[src/rtl/pacman_dir_ctrl.sv]
// pacman_dir_ctrl: queues one key-driven turn and commits it once per frame
// as a 1-clk pulse on the mover's direction lines.
// Inputs : clk, resetN (async, low), startOfFrame, key_up/right/down/left,
//          collision, HitEdgeCode[2:0], topLeftX/Y[10:0] (signed).
// Outputs: Y_direction_key (down), toggle_x_key (right), Y_direction_key_up,
//          toggle_x_key_left, cur_dir[1:0] (0=U 1=R 2=D 3=L), turn_pending.
// Option : define DIR_CTRL_TIMEOUT_EN to drop a turn after QUEUE_TIMEOUT
//          frames without a commit.
module pacman_dir_ctrl #(
    parameter int TILE_SIZE     = 32,
    parameter int ALIGN_TOL     = 1,
    parameter int QUEUE_TIMEOUT = 15
) (
    input  logic               clk,
    input  logic               resetN,
    input  logic               startOfFrame,
    input  logic               key_up,
    input  logic               key_right,
    input  logic               key_down,
    input  logic               key_left,
    input  logic               collision,
    input  logic        [2:0]  HitEdgeCode,
    input  logic signed [10:0] topLeftX,
    input  logic signed [10:0] topLeftY,
    output logic               Y_direction_key,
    output logic               toggle_x_key,
    output logic               Y_direction_key_up,
    output logic               toggle_x_key_left,
    output logic        [1:0]  cur_dir,
    output logic               turn_pending
);

    localparam int OFS_W = $clog2(TILE_SIZE);
    localparam logic [OFS_W-1:0] TOL = OFS_W'(ALIGN_TOL);

    localparam logic [1:0] WAIT_SOF = 2'd0;
    localparam logic [1:0] SETTLE   = 2'd1;
    localparam logic [1:0] EVAL     = 2'd2;
    localparam logic [1:0] ISSUE    = 2'd3;

    localparam logic [1:0] DIR_UP    = 2'd0;
    localparam logic [1:0] DIR_RIGHT = 2'd1;
    localparam logic [1:0] DIR_DOWN  = 2'd2;
    localparam logic [1:0] DIR_LEFT  = 2'd3;

    logic [1:0] state_q, state_d;
    logic [1:0] settle_q, settle_d;
    logic [3:0] key_q, key_d;
    logic [1:0] pend_dir_q, pend_dir_d;
    logic       turn_pending_q, turn_pending_d;
    logic [3:0] blocked_q, blocked_d;
    logic [1:0] cur_dir_q, cur_dir_d;
    logic [3:0] pulse_q, pulse_d;
`ifdef DIR_CTRL_TIMEOUT_EN
    localparam logic [3:0] TMO = 4'(QUEUE_TIMEOUT);
    logic [3:0] frame_cnt_q, frame_cnt_d;
`endif

    // Key vectors are indexed by direction code: [0]=U [1]=R [2]=D [3]=L.
    logic [3:0] keys;
    logic [3:0] rise;
    logic [1:0] new_dir;
    logic       aligned;
    logic       rev;
    logic       same;
    logic       commit;
    logic       unused_bits;

    assign keys = {key_left, key_down, key_right, key_up};
    assign rise = keys & ~key_q;

    // Negative coordinates never count as aligned.
    assign aligned = !topLeftX[10] && !topLeftY[10]
                  && (topLeftX[OFS_W-1:0] <= TOL)
                  && (topLeftY[OFS_W-1:0] <= TOL);

    assign rev    = (pend_dir_q == (cur_dir_q ^ 2'd2));
    assign same   = (pend_dir_q == cur_dir_q);
    assign commit = !same && (rev || (aligned && !blocked_q[pend_dir_q]));

    assign unused_bits = ^{topLeftX[9:OFS_W], topLeftY[9:OFS_W]};

    // Overlapping rises are expected, so the chain is priority-ordered.
    always_comb begin
        new_dir = DIR_RIGHT;
        priority case (1'b1)
            rise[0]: new_dir = DIR_UP;
            rise[2]: new_dir = DIR_DOWN;
            rise[3]: new_dir = DIR_LEFT;
            default: new_dir = DIR_RIGHT;
        endcase
    end

    always_comb begin
        state_d        = state_q;
        settle_d       = settle_q;
        key_d          = keys;
        pend_dir_d     = pend_dir_q;
        turn_pending_d = turn_pending_q;
        blocked_d      = blocked_q;
        cur_dir_d      = cur_dir_q;
        pulse_d        = 4'b0000;
`ifdef DIR_CTRL_TIMEOUT_EN
        frame_cnt_d    = frame_cnt_q;
`endif

        if (state_q != EVAL && collision) begin
            case (HitEdgeCode)
                3'd3:    blocked_d[DIR_UP]    = 1'b1;
                3'd2:    blocked_d[DIR_RIGHT] = 1'b1;
                3'd0:    blocked_d[DIR_DOWN]  = 1'b1;
                3'd1:    blocked_d[DIR_LEFT]  = 1'b1;
                default: ;
            endcase
        end

        case (state_q)
            WAIT_SOF: begin
                if (startOfFrame) begin
                    state_d  = SETTLE;
                    settle_d = 2'd2;
                end
            end
            SETTLE: begin
                if (settle_q == 2'd0) begin
                    state_d = EVAL;
                end else begin
                    settle_d = settle_q - 2'd1;
                end
            end
            EVAL: begin
                // The decision is registered here so the pulse, cur_dir
                // and turn_pending all change together at the ISSUE clk.
                state_d   = ISSUE;
                blocked_d = 4'b0000;
                if (turn_pending_q) begin
                    if (commit) begin
                        pulse_d        = 4'b0001 << pend_dir_q;
                        cur_dir_d      = pend_dir_q;
                        turn_pending_d = 1'b0;
                    end else if (same) begin
                        turn_pending_d = 1'b0;
                    end else begin
`ifdef DIR_CTRL_TIMEOUT_EN
                        frame_cnt_d = frame_cnt_q + 4'd1;
                        if (frame_cnt_d == TMO) begin
                            turn_pending_d = 1'b0;
                        end
`endif
                    end
                end
            end
            default: begin
                state_d = WAIT_SOF;
            end
        endcase

        // A press always wins, even in the EVAL clk: it belongs to the
        // next frame while this EVAL used the older pend_dir.
        if (|rise) begin
            pend_dir_d     = new_dir;
            turn_pending_d = 1'b1;
`ifdef DIR_CTRL_TIMEOUT_EN
            frame_cnt_d    = 4'd0;
`endif
        end
    end

    always_ff @(posedge clk or negedge resetN) begin
        if (!resetN) begin
            state_q        <= WAIT_SOF;
            settle_q       <= 2'd0;
            key_q          <= 4'b0000;
            pend_dir_q     <= DIR_UP;
            turn_pending_q <= 1'b0;
            blocked_q      <= 4'b0000;
            cur_dir_q      <= DIR_RIGHT;
            pulse_q        <= 4'b0000;
`ifdef DIR_CTRL_TIMEOUT_EN
            frame_cnt_q    <= 4'd0;
`endif
        end else begin
            state_q        <= state_d;
            settle_q       <= settle_d;
            key_q          <= key_d;
            pend_dir_q     <= pend_dir_d;
            turn_pending_q <= turn_pending_d;
            blocked_q      <= blocked_d;
            cur_dir_q      <= cur_dir_d;
            pulse_q        <= pulse_d;
`ifdef DIR_CTRL_TIMEOUT_EN
            frame_cnt_q    <= frame_cnt_d;
`endif
        end
    end

    assign Y_direction_key_up = pulse_q[0];
    assign toggle_x_key       = pulse_q[1];
    assign Y_direction_key    = pulse_q[2];
    assign toggle_x_key_left  = pulse_q[3];
    assign cur_dir            = cur_dir_q;
    assign turn_pending       = turn_pending_q;

endmodule

[config.mk]
export PLATFORM = sky130hd
export DESIGN_NAME = pacman_dir_ctrl
export DESIGN_NICKNAME = d
export VERILOG_FILES = /design/src/rtl/pacman_dir_ctrl.sv
export SDC_FILE = /design/constraint.sdc
export NUM_CORES = 1
export LEC_CHECK = 0
export CAP_MARGIN = 20
export CORE_MARGIN = 2
export CORE_UTILIZATION = 38
export DETAILED_ROUTE_END_ITERATION = 12
export PLACE_DENSITY_LB_ADDON = 0.25
export SYNTH_ARGS = -nofsm -noshare
export SYNTH_HDL_FRONTEND = slang
export SYNTH_SLANG_ARGS = --single-unit
export TNS_END_PERCENT = 10
[constraint.sdc]
create_clock -name clk -period 1.6 [get_ports clk]
set_input_delay 0.32 -clock clk [delete_from_list [all_inputs] [get_ports clk]]
set_output_delay 0.32 -clock clk [all_outputs]
set_load 0.05 [all_outputs]
==> results.yml, run 1 <==
run_status:
  outcome: "finished with violations"
  violations: "setup timing"
grt:
  track_usage_pct: 13.8
  grt_pass1_wl_um: 3460
  grt-ovfl-total: 0
  grt_pass1_vias: 830
  grt_max_degree: 22
  antenna_found_initial: 0
yosys:
  synth_compound_area_share_pct: 13.3
  ys_seq_area_share_pct: 51.8
  synth_top_family_by_area: "simple AND/OR/NAND/NOR gates"
  synth-seq-cells: 21
  synthCells: 97
  async_flop_share_pct: 100
  synth_nets: 135
  syn_area_um2: 1020
  synthFlopType: "dfrtp_1"
  synthAdderAreaFrac_pct: 6.15
  synthMuxAreaShare_pct: 6.52
  synth_xor_area_share_pct: 0.861
  yosys.area_share.simple_pct: 17.3
  synth_edf_count: 0
  ys_warn_count: 0
  synth.avg_cell_area_um2: 10.5
  synth_cell_types: 31
sta:
  final_hold_viol_count: 0
  setup_viol: 7
  fmax_mhz: 560
  drv_slew: 0
  worst_slack_ns: -0.187
  slew_headroom_pct: 81.7
  finalCriticalPeriod_ns: 1.79
  fin_setup_tns_ns: -0.943
  rsz0062_at_grt: "yes"
  tightest_slew_ns: 0.274
  hold-worst-slack_ns: 0.337
  skew_ns: 0.00628
  fin_crit_sh_pct: 112
clock_tree:
  cts_root_buffer: "clkbuf_4"
  clkLatencyLatePin_ns: 0.30
  clock-sinks: 21
  numCtsBuffers: 3
  clkTransAtPathRegs_ns: 0.12
  clk_path_buf_depth: 2
  ctsHoldBuffers: 0
  cts_tree: "done"
  cts_max_level: 1
floorplanning:
  die_h_um: 55.7
  rows: 18
  die_area_um2: 3110
  boundaryPins: 40
  die_x_um: 55.7
  coreArea_um2: 2500
  start_util_pct: 40.7
setup_path:
  critPathCaptureType: "flip-flop"
  r2r_cells: 4
  cp.arrival_ns: 1.98
  required_ns: 1.79
  crit_fanout: 6
  critical_path_class: "reg -> reg"
  critPathLaunchType: "flip-flop"
route:
  top_layer_used: "met4"
  num_vias: 821
  drt-total-wl_um: 1960
  wire_per_inst_um: 12.0
  dr.pass1.iters: 4
  drc: 0
  ant_nets: 0
  drt_iter0_drc: 16
  wl_met3_um: 114
  vias_per_cell: 5.01
  wl_met2_um: 972
  drt-met1-wl_um: 865
final_layout:
  drive_gt1_share_pct: 20.1
  diodes: 0
  nets: 173
  area_delta_synth_final_pct: 44.8
  num-fill-cells: 220
  postLayoutCoreUtil_pct: 58.9
power:
  leakagePower_nw: 0.650
  powerDensity_nw_per_um2: 1280
  power_mw: 1.88
  ir_drop_v: 0.000705
placement:
  port_buffers: 27
  dpl.hpwl_um: 1520
  gp_congestion: 0.729
run:
  cap_violations: 0
worst_hold_path:
  hold_path.class: "in -> async"
-- final timing paths --
path	to	slack, ns	startpoint
max	cur_dir[1]$_DFFE_PN0P_	-0.19	pend_dir_q[0]$_DFFE_PN0P_
min	settle_q[0]$_DFFE_PN0P_	0.34	resetN
max reg2reg	cur_dir[1]$_DFFE_PN0P_	-0.19	pend_dir_q[0]$_DFFE_PN0P_
min reg2reg	pend_dir_q[1]$_DFFE_PN0P_	0.51	key_q[0]$_DFF_PN0_
max in group asynchronous	cur_dir[0]$_DFFE_PN1P_	1.00	resetN
min in group clk	key_q[0]$_DFF_PN0_	0.47	key_up
-- through the flow --
step	area (um^2)	setup slack [ns]	cells
finish	1470	-0.187	164
global route	1470	-0.255	164
CTS	1460	-0.214	164
detailed placement	1400	-0.321	160
global placement	1400	-0.274	160
floorplan	1020	-0.171	97
-- power by group --
group	internal (mW)	total [mW]	leakage [nW]	switching, mW
sequential	0.646	0.740	0.259	0.0942
clock	0.0931	0.259	0.0177	0.166
combinational	0.434	0.879	0.373	0.444
total	1.17	1.88	0.650	0.704
-- cells by family (layout without fill, tap and decap cells) --
logic type | count (synthesis) | after routing
AND/OR/NAND/NOR | 36 | 36
flip-flops | 21 | 21
AO/OA/AOI/OAI | 18 | 18
buffers and inverters | 11 | 48
adder cells (fa/ha/maj) | 5 | 5
multiplexers | 5 | 5
XOR/XNOR | 1 | 1
-- cell usage in the layout (no fill, tap or decap), types with 2 or more instances in the layout --
master,count
a21oi_1,6
nand2b_1,3
ha_1,5
nor2b_1,4
nor4_1,3
inv_1,9
nor2_1,17
dfrtp_1,20
nor3_1,2
nand2_1,4
clkbuf_4,3
buf_4,12
a2111oi_4,3
buf_12,3
clkdlybuf4s50_1,20
mux2_1,2
-- layout make-up --
class | count | area (um^2) | share of cell area (%)
Multi-Input combinational cell | 65 | 497 | 33.7
Timing Repair Buffer | 35 | 350 | 23.8
Inverter | 9 | 33.8 | 2.29
Tap cell | 30 | 37.5 | 2.55
Sequential cell | 21 | 527 | 35.8
Clock buffer | 3 | 22.5 | 1.53
Clock inverter | 1 | 5.00 | 0.340
-- flip-flops by register name, summed over array words and instances, names as in the netlist --
| name | cells |
|---|---|
| key_q | 4 |
| pulse_q | 4 |
| settle_q | 2 |
| state_q | 2 |
| pend_dir_q | 2 |
| turn_pending | 1 |
| cur_dir | 2 |
| blocked_q | 4 |
-- critical path, stage by stage (launching register included) --
cell,delay (ns)
dfrtp_1,0.39
mux4_2,0.50
and4b_2,0.39
o21bai_1,0.09
mux2_1,0.31
-- cell usage after synthesis (all sizes together), types with 2 or more instances --
cell / count / area, um^2
dfrtp: 20 / 500
nand2: 4 / 15.0
nand2b: 4 / 27.5
nor2b: 4 / 25.0
nor3: 2 / 10.0
a21oi: 6 / 30.0
inv: 9 / 33.8
nor4: 3 / 18.8
clkbuf: 2 / 7.51
mux2: 3 / 33.8
ha: 5 / 62.6
nor2: 17 / 63.8
a2111oi: 3 / 40.0
-- per-layer routing --
metal | vias up | global-route usage, %
li1 | 404 | -
met1 | 395 | 16.7
met2 | 20 | 24.1
met3 | 2 | 4.19
met4 | 0 | 3.14
met5 | - | 0
-- timing repair --
item / in CTS / in global routing
setup buffers: 0 / 0
endpoints found under the setup margin: 7 / 8
gates resized for setup: 3 / 1
pin swaps: 1 / 1
Power figures use the tool's default switching activity.
==> inputs of run 2 (changes only) <==
--- a/config.mk
+++ b/config.mk
@@ -8,6 +8,7 @@
 export CAP_MARGIN = 20
 export CORE_MARGIN = 2
 export CORE_UTILIZATION = 38
+export CTS_CLUSTER_SIZE = 30
 export DETAILED_ROUTE_END_ITERATION = 12
 export PLACE_DENSITY_LB_ADDON = 0.25
 export SYNTH_ARGS = -nofsm -noshare
==> results of run 2 <==
Same layout as run 1: the final DEF is identical, and so are final timing and power.
